$ cat config.mk
export PLATFORM = sky130hd
export DESIGN_NAME = sample_packer
export DESIGN_NICKNAME = d
export VERILOG_FILES = /design/src/rtl/sample_packer_pkg.sv /design/src/rtl/sample_packer_bitplane_transpose.sv /design/src/rtl/sample_packer.sv
export SDC_FILE = /design/constraint.sdc
export NUM_CORES = 1
export LEC_CHECK = 0
export ABC_AREA = 1
export CAP_MARGIN = 20
export CELL_PAD_IN_SITES_DETAIL_PLACEMENT = 1
export CELL_PAD_IN_SITES_GLOBAL_PLACEMENT = 1
export CORE_MARGIN = 3
export CORE_UTILIZATION = 42
export CTS_CLUSTER_DIAMETER = 60
export CTS_CLUSTER_SIZE = 12
export DETAILED_ROUTE_END_ITERATION = 10
export PLACE_DENSITY = 0.94
export SYNTH_ARGS = -nofsm -noshare
export SYNTH_HDL_FRONTEND = slang
export SYNTH_SLANG_ARGS = --single-unit
$ cat constraint.sdc
create_clock -name clk -period 3.4 [get_ports clk]
set_input_delay 0.68 -clock clk [delete_from_list [all_inputs] [get_ports clk]]
set_output_delay 0.68 -clock clk [all_outputs]
set_load 0.01 [all_outputs]
$ cat src/rtl/sample_packer_pkg.sv
// rtl/sample_packer_pkg.sv - shared FSM encoding and bus-width helper for sample_packer
package sample_packer_pkg;

   typedef enum logic [1:0] {
      FILL = 2'd0,
      LOAD = 2'd1,
      HOLD = 2'd2
   } state_t;

   function automatic int bus_width(input int w, input int k);
      return w * k;
   endfunction

endpackage

$ cat src/rtl/sample_packer_bitplane_transpose.sv
// rtl/sample_packer_bitplane_transpose.sv - combinational k-by-W slot array to bit-plane bus
module bitplane_transpose
   import sample_packer_pkg::*;
#(
   parameter int m = 3,
   parameter int n = 2,
   parameter int k = 4
) (
   input  logic [bus_width(m+n, k)-1:0] slots,
   output logic [bus_width(m+n, k)-1:0] planes
);

   localparam int W = m + n;

   // slot j occupies slots[j*W +: W]; bit b of slot j lands at planes[b*k + j]
   for (genvar b = 0; b < W; b++) begin : g_bit
      for (genvar j = 0; j < k; j++) begin : g_slot
         assign planes[b*k + j] = slots[j*W + b];
      end
   end

endmodule

$ cat src/rtl/sample_packer.sv
// rtl/sample_packer.sv - packs k samples into a bit-plane batch for an accumulator (option: PACKER_HOLDOFF_EN)
module sample_packer
   import sample_packer_pkg::*;
#(
   parameter int m = 3,
   parameter int n = 2,
   parameter int k = 4
) (
   input  logic                      clk,
   input  logic                      rstn,
   input  logic                      in_valid,
   output logic                      in_ready,
   input  logic [m+n-1:0]            in_data,
   input  logic                      flush,
   input  logic                      acc_ready,
   output logic                      pl,
   output logic [bus_width(m+n, k)-1:0] din,
   output logic                      busy
);

   localparam int W  = m + n;
   localparam int BW = bus_width(W, k);
   localparam int CW = $clog2(k) + 1;

   state_t          state, next_state;
   logic [CW-1:0]   count, cnt_acc;
   logic [BW-1:0]   slots, next_slots, din_next;
   logic            accept, go_load;

`ifdef PACKER_HOLDOFF_EN
   localparam int HW = $clog2(k + 2) + 1;
   logic [HW-1:0]   hold_cnt;
`else
   logic            seen_low;
`endif

   assign in_ready = (state == FILL);
   assign busy     = (state != FILL);
   assign accept   = in_valid && in_ready;
   assign cnt_acc  = count + CW'(accept);
   assign go_load  = in_ready && ((accept && count == CW'(k - 1)) ||
                                  (flush && cnt_acc != '0));

   // the new sample goes in first, then any flush pads everything after it
   always_comb begin
      next_slots = slots;
      for (int j = 0; j < k; j++) begin
         if (accept && count == CW'(j))
            next_slots[j*W +: W] = in_data;
         else if (flush && cnt_acc <= CW'(j))
            next_slots[j*W +: W] = '0;
      end
   end

   bitplane_transpose #(.m(m), .n(n), .k(k)) u_transpose (
      .slots  (next_slots),
      .planes (din_next)
   );

   always_ff @(posedge clk or negedge rstn) begin
      if (!rstn) begin
         state <= FILL;
         count <= '0;
         slots <= '0;
         din   <= '0;
      end else begin
         state <= next_state;
         if (accept || go_load)
            slots <= next_slots;
         if (go_load) begin
            count <= '0;
            din   <= din_next;
         end else if (accept) begin
            count <= cnt_acc;
         end
      end
   end

`ifdef PACKER_HOLDOFF_EN
   // loaded to k+1 so HOLD spans k+2 cycles counting down to zero
   always_ff @(posedge clk or negedge rstn) begin
      if (!rstn)
         hold_cnt <= '0;
      else if (state == LOAD)
         hold_cnt <= HW'(k + 1);
      else if (state == HOLD && hold_cnt != '0)
         hold_cnt <= hold_cnt - 1'b1;
   end
`else
   always_ff @(posedge clk or negedge rstn) begin
      if (!rstn)
         seen_low <= 1'b0;
      else if (state != HOLD)
         seen_low <= 1'b0;
      else if (!acc_ready)
         seen_low <= 1'b1;
   end
`endif

   always_comb begin
      next_state = state;
      pl         = 1'b0;
      case (state)
         FILL: if (go_load) next_state = LOAD;
         LOAD: begin
            if (acc_ready) begin
               pl         = 1'b1;
               next_state = HOLD;
            end
         end
         HOLD: begin
`ifdef PACKER_HOLDOFF_EN
            if (hold_cnt == '0) next_state = FILL;
`else
            if (seen_low && acc_ready) next_state = FILL;
`endif
         end
         default: next_state = FILL;
      endcase
   end

endmodule

==> results.md, run 1 <==
- Status: finished, final reports clean
- Worst VDD drop: 0.000258 V
- Area after DPL: 0.00260 mm^2
- Dpl hpwl: 4180 um
- Total I/O pin count: 33
- Area of the multi-input gates: 982 um^2
- Fin crit period: 2.87 ns
- Nets: 339
- Max Freq: 349 MHz
- CTS resizes: 0
- EDFF count, synth: 0
- HP Class: input pin to async pin
- Max-Slew Margin vs Limit: 52.9%
- Max incr delay on CP: 0.46 ns
- Initial antenna violation count: 0
- Clk sink count: 46
- Ys async rst share: 100%
- Sequential share of the synthesized area: 51.1%
- Top post-synthesis cells by count: 144 x nand2_1, 53 x nand3_1, 46 x dfrtp_1, 11 x nor2_1
- Hold_buf cts: 0
- Largest cells by area after synthesis: dfrtp_1 51%, nand2_1 24%, nand3_1 12%
- Worst slew pin tran: 0.704 ns
- Netlist cell types: 18
- Synthesized Nets: 309
- CP max FO: 20
- N_diodes: 0
- Register area: 0.00115 mm^2
- DRT Wirelength: 6500 um
- Cell with the most instances after synthesis: nand2_1
- R2R depth: 13
- Crit path top cell by count: nand2_1
- Core Region: 0.00514 mm^2
- Worst path arrival time: 3.05 ns
- Worst-case clock buffer depth: 2
- Crit path kind: input pin to flip-flop
- Total GRT Usage: 22.1%
- Worst path slowest cell: clkdlybuf4s50_1
- Share of cells above drive strength 1: 6.40%
- Synth top area share: 51.1%
- CTS tree: yes
- Routability cong.: 0.763
- Main synth FF type: dfrtp_1
- Cell taking the most area after synthesis: dfrtp_1
- Clk slew on worst S/H paths: 0.09 ns
- Fin. Hold Viols: 0
- Startpoint types: input pin
- Vias in the first global route: 2182
- Leak pwr: 1.47 nW
- Grt ovf: 0
- Synthesized flop and latch total: 46
- Vias: 2121
- Setup repair bufs after CTS: 0
- Fin. max-slew vios: 0
- # rows: 26
- Num CTS Buffers: 5
- Routed WL per cell: 16.3 um
- Filler cell count: 668
- Residual DRC: 0
- CP required: 3.58 ns
- Starting Density: 43.8%
- Pin count of the biggest net entering global routing: 47
- Final period util: 84.4%
- Root Buffer: clkbuf_8
- Clock Latency Late Sink: 0.30 ns
- Crit path cell chain: clkdlybuf4s50_1 -> inv_1 -> nor2_2 -> ha_1 -> ha_1 -> nor2_1 -> nand3_1 -> nand2_1 -> nand2_1 -> nand2_2 -> nand2_1 -> nand2_1 -> nand2_1
- RSZ-0062 raised after global routing: no
- Die width: 79.2 um
- Detail Route Antenna Nets: 0
- Max-cap violation count: 0
- Yosys warns: 0
- Gate count after technology mapping: 297
- Deepest level of the CTS H-tree: 2
- Kind of end point of the critical path: flip-flop
- Setup Skew: 0.00682 ns
- First-pass GRT wire length: 10900 um
- Syn_area_per_cell: 7.59 um^2
- Mapped cell area: 0.00225 mm^2
- Chip Height: 79.2 um
- TritonRoute pass-1 iters: 4
- Final non-filler cell area: 0.00277 mm^2
- Count of input and output buffers: 32
- PwrDens: 837 mW/mm^2
- Via density: 5.33
- Die area: 0.00628 mm^2
- P&R area growth vs syn: 22.8%
- Post-Route Setup TNS: 0 ns
- Starting DRC count in detailed routing: 118
- Setup violators final: 0
==> per-stage QoR <==
step / util [%] / power (mW) / setup WS (ns) / cells / hold slack, ns
after floorplan: - / 1.42 / 1.11 / 297 / 0.384
after global placement: 50.7 / 1.75 / 0.479 / 389 / 0.463
after detailed placement: 50.7 / 1.79 / 0.321 / 389 / 0.469
after CTS: 53.4 / 2.32 / 0.595 / 397 / 0.493
after global routing: 53.8 / 2.47 / 0.372 / 398 / 0.213
final: 53.8 / 2.32 / 0.532 / 398 / 0.219
==> layout by cell type (no fill, tap or decap), drive strengths merged <==
cell | netlist | final
a21oi | 8 | 8
nand3 | 53 | 53
nand3b | 1 | 1
o21ai | 2 | 2
clkdlybuf4s50 | 0 | 31
inv | 10 | 10
ha | 2 | 2
nand2 | 145 | 145
clkbuf | 2 | 6
dfrtp | 46 | 46
buf | 12 | 6
o21a | 1 | 1
nor3 | 2 | 2
bufinv | 0 | 2
nor2 | 13 | 13
==> worst max-delay path: cells and delay by family <==
kind / cells / cell delay, ns
simple gates: 9 / 1.44
buf+inv: 2 / 0.50
fa+ha+maj: 2 / 0.42
==> path summary, 6_finish.rpt <==
check	to	from	slack, ns
setup / recovery	slots[9]	in_valid	0.53
hold / removal	slots[8]	rstn	0.22
setup reg to reg	slots[9]	state[0]	0.87
hold reg to reg	din[5]	din[5]	0.49
max in group asynchronous	din[6]	rstn	2.70
min in group clk	din[5]	din[5]	0.49
==> state kept, by name (all words and copies together) (netlist names) <==
| register | count |
|---|---|
| slots | 20 |
| count | 3 |
| seen_low | 1 |
| state | 2 |
| din | 20 |
==> routing by layer <==
layer,track usage (%),vias up,wire length (um)
met5,0,-,0
met4,6.01,0,123
met3,3.85,15,260
met2,37.2,49,3250
met1,29.5,1055,2860
li1,-,1002,-
==> area by class of cell <==
class                           count  area share (%)
Multi-Input combinational cell    227            35.5
Sequential cell                    46            41.6
Timing Repair Buffer               37            13.2
Clock buffer                        6            2.99
Tap cell                           70            3.17
Inverter                           10            1.36
Clock inverter                      2            2.17
==> cell families after synthesis <==
| logic type | after synthesis | share of synthesized area [%] |
|---|---|---|
| and+or+nand+nor | 214 | 39.9 |
| DFF | 46 | 51.1 |
| buffers and inverters | 24 | 5.33 |
| AOI/OAI and AO/OA | 11 | 2.55 |
| adders and majority gates | 2 | 1.11 |
==> power by group <==
group          switching [mW]  leakage (nW)  total (mW)  internal (mW)
registers               0.121         0.629       0.846          0.725
clock network           0.191        0.0714       0.505          0.314
logic                   0.596         0.772       0.965          0.369
Power figures use the tool's default switching activity.
==> run 2: changes to the inputs <==
Settings changed: CORE_UTILIZATION 42 to 35, PLACE_DENSITY 0.94 to 0.84.
Clock period 3.4 ns to 2.6 ns, I/O delays scaled along.
==> run 2 against run 1 <==
Core utilization is 8.1 points lower. Power is 26% higher. Hold slack worse by 0.077 ns. Non-clock buffer count is 5 higher. Die area is 18% higher. Flip-flop and latch count stayed put. Combinational power is 33% higher. Largest cell class unchanged. Largest power group unchanged.
==> results.md, run 2 (synthesis results as in run 1) <==
- CTS resizes: 0 (unchanged)
- Via density: 5.13 (was 5.33)
- Worst VDD drop: 0.000393 V (was 0.000258 V)
- Switching pwr: 1.18 mW (was 908 uW)
- Root Buffer: clkbuf_8 (unchanged)
- Grt ovf: 0 (unchanged)
- Max Freq: 438 MHz
- Final Util: 45.7% (was 53.8%)
- TritonRoute pass-1 iters: 4 (unchanged)
- Flop2flop setup slack: 0.44 ns (was 0.87 ns)
- DP Worst Slack: 0.0186 ns (was 0.321 ns)
- Routability cong.: 0.844 (was 0.763)
- Share of cells above drive strength 1: 7.81% (was 6.40%)
- Hold_buf cts: 0 (unchanged)
- Dpl hpwl: 4450 um (was 4180 um)
- Crit. Startpoint: in_valid (unchanged)
- Power share of the clock group: 18.8% (was 21.8%)
- # rows: 28 (was 26)
- Combinational power share: 43.8% (was 41.7%)
- Num CTS Buffers: 5 (unchanged)
- Crit path kind: input pin to flip-flop (unchanged)
- Largest regs: din (20), slots (20), count (3) (unchanged)
- Routed WL per cell: 15.0 um (was 16.3 um)
- Clk slew on worst S/H paths: 0.09 ns (about the same)
- Most frequent cells in the layout: 144 x nand2_1, 53 x nand3_1, 46 x dfrtp_1 (unchanged)
- First-pass GRT wire length: 10900 um (unchanged)
- Final period util: 87.8%
- Clk sink count: 46 (unchanged)
- Chip Height: 86.2 um (was 79.2 um)
- Dpl cells: 400 (was 389)
- Internal Dissipation: 1.74 mW (was 1.41 mW)
- Area after DPL: 0.00266 mm^2 (was 0.00260 mm^2)
- Fin cells: 408 (was 398)
- Starting DRC count in detailed routing: 97 (was 118)
- RSZ-0062 raised after global routing: no (unchanged)
- RR Endpoint: slots[3] (was slots[9])
- Leak pwr: 1.47 nW (about the same)
- DRT Wirelength: 6130 um (was 6500 um)
- Max-cap violation count: 0 (unchanged)
- Final worst slack: 0.317 ns (was 0.532 ns)
- Fin. Hold Viols: 0 (unchanged)
- Startpoint types: input pin (unchanged)
- Total I/O pin count: 33 (unchanged)
- Die area: 0.00744 mm^2 (was 0.00628 mm^2)
- R2R depth: 14 (was 13)
- Residual DRC: 0 (unchanged)
- Starting Density: 37.2% (was 43.8%)
- Commonest non-fill, non-tap cell in the layout: nand2_1 (unchanged)
- Worst path arrival time: 2.48 ns (was 3.05 ns)
- Fin. max-slew vios: 0 (unchanged)
- Setup Skew: 0.00579 ns (was 0.00682 ns)
- Sw Share: 40.3% (was 39.2%)
- Total Power: 2.92 mW (was 2.32 mW)
- Vias in the first global route: 2289 (was 2182)
- CP required: 2.79 ns (was 3.58 ns)
- Final non-filler cell area: 0.00277 mm^2 (about the same)
- Initial antenna violation count: 0 (unchanged)
- Crit path to: slots[3] (was slots[9])
- HP Class: input pin to async pin (unchanged)
- Worst-case clock buffer depth: 2 (unchanged)
- Kind of end point of the critical path: flip-flop (unchanged)
- Hold WS: 0.142 ns (was 0.219 ns)
- N_diodes: 0 (unchanged)
- Die width: 86.2 um (was 79.2 um)
- Detail Route Antenna Nets: 0 (unchanged)
- PwrDens: 1060 mW/mm^2 (was 837 mW/mm^2)
- Deepest level of the CTS H-tree: 2 (unchanged)
- Setup violators final: 0 (unchanged)
- Sequential power share: 37.4% (was 36.5%)
- Vias: 2094 (was 2121)
- Fin crit period: 2.28 ns
- Count of input and output buffers: 32 (unchanged)
- CTS tree: yes (unchanged)
- Core Region: 0.00606 mm^2 (was 0.00514 mm^2)
- Post-Route Setup TNS: 0 ns (unchanged)
- Status: finished, final reports clean (unchanged)
- Nets: 344 (was 339)
- Setup repair bufs after CTS: 0 (unchanged)
- CP max FO: 7 (was 20)
- Reg-to-Reg Start: state[0] (unchanged)
- P&R area growth vs syn: 22.9% (was 22.8%)
- Pin count of the biggest net entering global routing: 24 (was 47)
- Total GRT Usage: 18.1% (was 22.1%)
- Clock Latency Late Sink: 0.30 ns (about the same)
- Max-Slew Margin vs Limit: 71.2% (was 52.9%)
- Worst slew pin tran: 0.431 ns (was 0.704 ns)
[run 2: cell count changes in the layout (fill, tap and decap cells not counted)]
cell        before  now
bufinv_16        2    1
buf_4            4   10
clkinvlp_4       0    2
clkbuf_8         6    5
buf_12           1    0
[run 2: how the worst min path moves through the flow]
stage,to,depth (start not counted),slack [ns]
floorplan,count[0],0,0.22
global placement,seen_low,1,0.46
detailed placement,din[4],2,0.47
CTS,slots[19],1,0.14
global route,din[19],1,0.15
finish,slots[19],1,0.14
[run 2: worst max-delay path: stages]
cell             delay, ns
clkdlybuf4s50_1       0.45
inv_1                 0.04
nor2_2                0.11
ha_1                  0.15
ha_1                  0.26
nor2_1                0.14
nand3_1               0.09
nand2_1               0.06
nand2_1               0.06
nand2_2               0.10
nand2_1               0.13
buf_4                 0.22
nand2_1               0.08
nand2_1               0.06
[run 2: cell type report]
class                           instances  area, um^2
Fill cell                             783        3290
Clock inverter                          3        45.0
Multi-Input combinational cell        227         982
Timing Repair Buffer                   42         390
Sequential cell                        46        1150
Inverter                               10        37.5
Clock buffer                            5        68.8
Tap cell                               75        93.8
[run 2: per-layer routing]
metal | up-vias | track usage, % | wire [um] | part of all wire (%)
li1 | 1014 | - | - | -
met1 | 1048 | 23.0 | 2800 | 46
met2 | 30 | 32.4 | 3140 | 51
met3 | 2 | 2.57 | 169 | 2.8
met4 | 0 | 4.11 | 15 | 0.24
met5 | - | 0 | 0 | 0
[run 2: power groups by stage]
stage	sequential (mW)	combinational, mW	clock (mW)
after floorplan	1.12	0.738	0
after global placement	1.10	1.25	0
after detailed placement	1.11	1.28	0
after CTS	1.10	1.29	0.564
after global routing	1.13	1.43	0.589
final	1.09	1.28	0.549
==> run 3: changes to the inputs <==
Settings changed: CORE_UTILIZATION 35 to 43, CTS_BUF_LIST set to sky130_fd_sc_hd__clkbuf_2, DONT_BUFFER_PORTS set to 1, PLACE_DENSITY 0.84 to 0.87.
==> run 3 against run 2 <==
First-iteration DRC count shrank 4.1%. Non-clock buffer count is 33 lower. Power shrank 15%. Largest power group is now registers.
==> results.md, run 3 (synthesis results as in run 1) <==
- CTS tree: yes (unchanged)
- CP max FO: 23 (was 7)
- Deepest level of the CTS H-tree: 2 (unchanged)
- Initial antenna violation count: 0 (unchanged)
- Final period util: 90.8% (was 87.8%)
- Max Freq: 424 MHz (was 438 MHz)
- Detail Route Antenna Nets: 0 (unchanged)
- Chip Height: 78.4 um (was 86.2 um)
- Max-Slew Margin vs Limit: 63.4% (was 71.2%)
- Crit. Startpoint: state[0] (was in_valid)
- Fin crit period: 2.36 ns (was 2.28 ns)
- Via density: 5.30 (was 5.13)
- Core Region: 0.00488 mm^2 (was 0.00606 mm^2)
- Top delay family on crit path: simple AND/OR/NAND/NOR gates (unchanged)
- Area of the multi-input gates: 982 um^2 (unchanged)
- Total Power: 2.50 mW (was 2.92 mW)
- Commonest non-fill, non-tap cell in the layout: nand2_1 (unchanged)
- # rows: 25 (was 28)
- CTS resizes: 0 (unchanged)
- Most frequent cells in the layout: 144 x nand2_1, 53 x nand3_1, 46 x dfrtp_1 (unchanged)
- Crit path top cell by count: nand2_1 (unchanged)
- Dpl cells: 357 (was 400)
- Largest regs: din (20), slots (20), count (3) (unchanged)
- HP Class: input pin to flip-flop (was input pin to async pin)
- Worst path slowest cell: dfrtp_1 (was clkdlybuf4s50_1)
- Filler cell count: 647 (was 783)
- CP required: 2.94 ns (was 2.79 ns)
- Count of input and output buffers: 0 (was 32)
- Vias: 1940 (was 2094)
- Vias in the first global route: 2012 (was 2289)
- Dpl hpwl: 3960 um (was 4450 um)
- Met1 GRT Util: 26.0% (was 23.0%)
- Max incr delay on CP: 0.45 ns (about the same)
- Met2 GRT Util: 33.3% (was 32.4%)
- Kind of end point of the critical path: flip-flop (unchanged)
- Startpoint types: flip-flop (was input pin)
- Fin. max-slew vios: 0 (unchanged)
- Buffers & Inverters on Critical Path: 2 (was 3)
- Fin. Hold Viols: 0 (unchanged)
- PwrDens: 1030 mW/mm^2 (was 1060 mW/mm^2)
- Setup Skew: 0.0112 ns (was 0.00579 ns)
- Register area: 0.00115 mm^2 (unchanged)
- Pin count of the biggest net entering global routing: 47 (was 24)
- Setup violators final: 0 (unchanged)
- Nets: 311 (was 344)
- Total I/O pin count: 33 (unchanged)
- Routability cong.: 0.848 (was 0.844)
- Grt ovf: 0 (unchanged)
- M3 GR Usage: 4.47% (was 2.57%)
- Num CTS Buffers: 5 (unchanged)
- Hold Startpoint: acc_ready
- Starting DRC count in detailed routing: 93 (was 97)
- Clk sink count: 46 (unchanged)
- Share of cells above drive strength 1: 7.02% (was 7.81%)
- First-pass GRT wire length: 9710 um (was 10900 um)
- P&R area growth vs syn: 7.22% (was 22.9%)
- Worst path arrival time: 2.70 ns (was 2.48 ns)
- TritonRoute pass-1 iters: 4 (unchanged)
- Worst-case clock buffer depth: 2 (unchanged)
- Total GRT Usage: 20.2% (was 18.1%)
- Leak pwr: 1.35 nW (was 1.47 nW)
- Status: finished, final reports clean (unchanged)
- Post-Route Setup TNS: 0 ns (unchanged)
- Worst slew pin tran: 0.549 ns (was 0.431 ns)
- Clock Latency Late Sink: 0.43 ns (was 0.30 ns)
- Reg-to-Reg Start: state[0] (unchanged)
- Crit path kind: flip-flop to flip-flop (was input pin to flip-flop)
- Max-cap violation count: 0 (unchanged)
- Most used routing layer: met2 (unchanged)
- Routed WL per cell: 15.4 um (was 15.0 um)
- RSZ-0062 raised after global routing: no (unchanged)
- Fin cells: 366 (was 408)
- Die width: 78.4 um (was 86.2 um)
- Clk slew on worst S/H paths: 0.23 ns (was 0.09 ns)
- Worst VDD drop: 0.000368 V (was 0.000393 V)
- Crit path cell chain: inv_1 -> nand2_1 -> nor2_2 -> ha_1 -> ha_1 -> nor2_1 -> nand3_1 -> nand2_1 -> nand2_1 -> nand2_2 -> inv_2 -> nand2_1 -> nand2_1 (was clkdlybuf4s50_1 -> inv_1 -> nor2_2 -> ha_1 -> ha_1 -> nor2_1 -> nand3_1 -> nand2_1 -> nand2_1 -> nand2_2 -> nand2_1 -> buf_4 -> nand2_1 -> nand2_1)
- Root Buffer: clkbuf_2 (was clkbuf_8)
- Starting Density: 46.2% (was 37.2%)
- Die area: 0.00614 mm^2 (was 0.00744 mm^2)
- N_diodes: 0 (unchanged)
- Hold WS: 0.167 ns (was 0.142 ns)
- Setup repair bufs after CTS: 0 (unchanged)
- Residual DRC: 0 (unchanged)
- Hold_buf cts: 2 (was 0)
- DRT Wirelength: 5630 um (was 6130 um)
==> run 3: cell types whose count changed in the layout (fill, tap and decap cells not counted) <==
cell	change
clkinv_1	+1
clkinvlp_4	-2
clkdlybuf4s50_1	-31
buf_4	-4
dlygate4sd3_1	+1
clkbuf_2	+5
clkbuf_8	-5
buf_12	+1
buf_16	+1
buf_2	-1
==> run 3: final timing paths <==
check	to	depth (start not counted)	slack [ns]
worst max-delay path	din[0]	13	0.24
worst min register to register	seen_low	1	0.52
min in group asynchronous	state[0]	2	0.59
worst min-delay path	state[0]	1	0.17
max in group asynchronous	din[13]	2	1.81
worst max register to register	din[0]	13	0.24
==> run 3: area by class of cell <==
class | count | area share, %
Clock inverter | 2 | 1.40
Clock buffer | 5 | 1.04
Multi-Input combinational cell | 227 | 40.7
Tap cell | 67 | 3.47
Sequential cell | 46 | 47.6
Inverter | 10 | 1.55
Timing Repair Buffer | 9 | 4.25
==> run 3: where the power goes <==
| part | internal, mW | leakage [nW] | switching [mW] | total (mW) |
|---|---|---|---|---|
| logic | 0.311 | 0.684 | 0.637 | 0.947 |
| registers | 0.946 | 0.629 | 0.220 | 1.17 |
| clock network | 0.155 | 0.0365 | 0.231 | 0.386 |
| total | 1.41 | 1.35 | 1.09 | 2.50 |
==> run 3: worst reg2reg max path, stage by stage (launching register included) <==
cell and delay, ns:
dfrtp_1 0.45, inv_1 0.06, nand2_1 0.13, nor2_2 0.15, ha_1 0.16, ha_1 0.25, nor2_1 0.14, nand3_1 0.09
nand2_1 0.06, nand2_1 0.06, nand2_2 0.25, inv_2 0.26, nand2_1 0.14, nand2_1 0.06
==> run 3: metrics by stage <==
stage	cell area (um^2)	worst slack [ns]	util (%)
after floorplan	2250	0.468	-
after global placement	2320	0.382	47.5
after detailed placement	2320	0.287	47.5
after CTS	2420	0.219	49.5
after global routing	2420	0.0132	49.5
final	2420	0.240	49.5
==> run 3: layer usage <==
layer | vias to the layer above | share of wire, %
met2 | 27 | 48
met5 | - | 0
met3 | 11 | 3.4
met4 | 0 | 1.9
met1 | 953 | 46
li1 | 949 | -
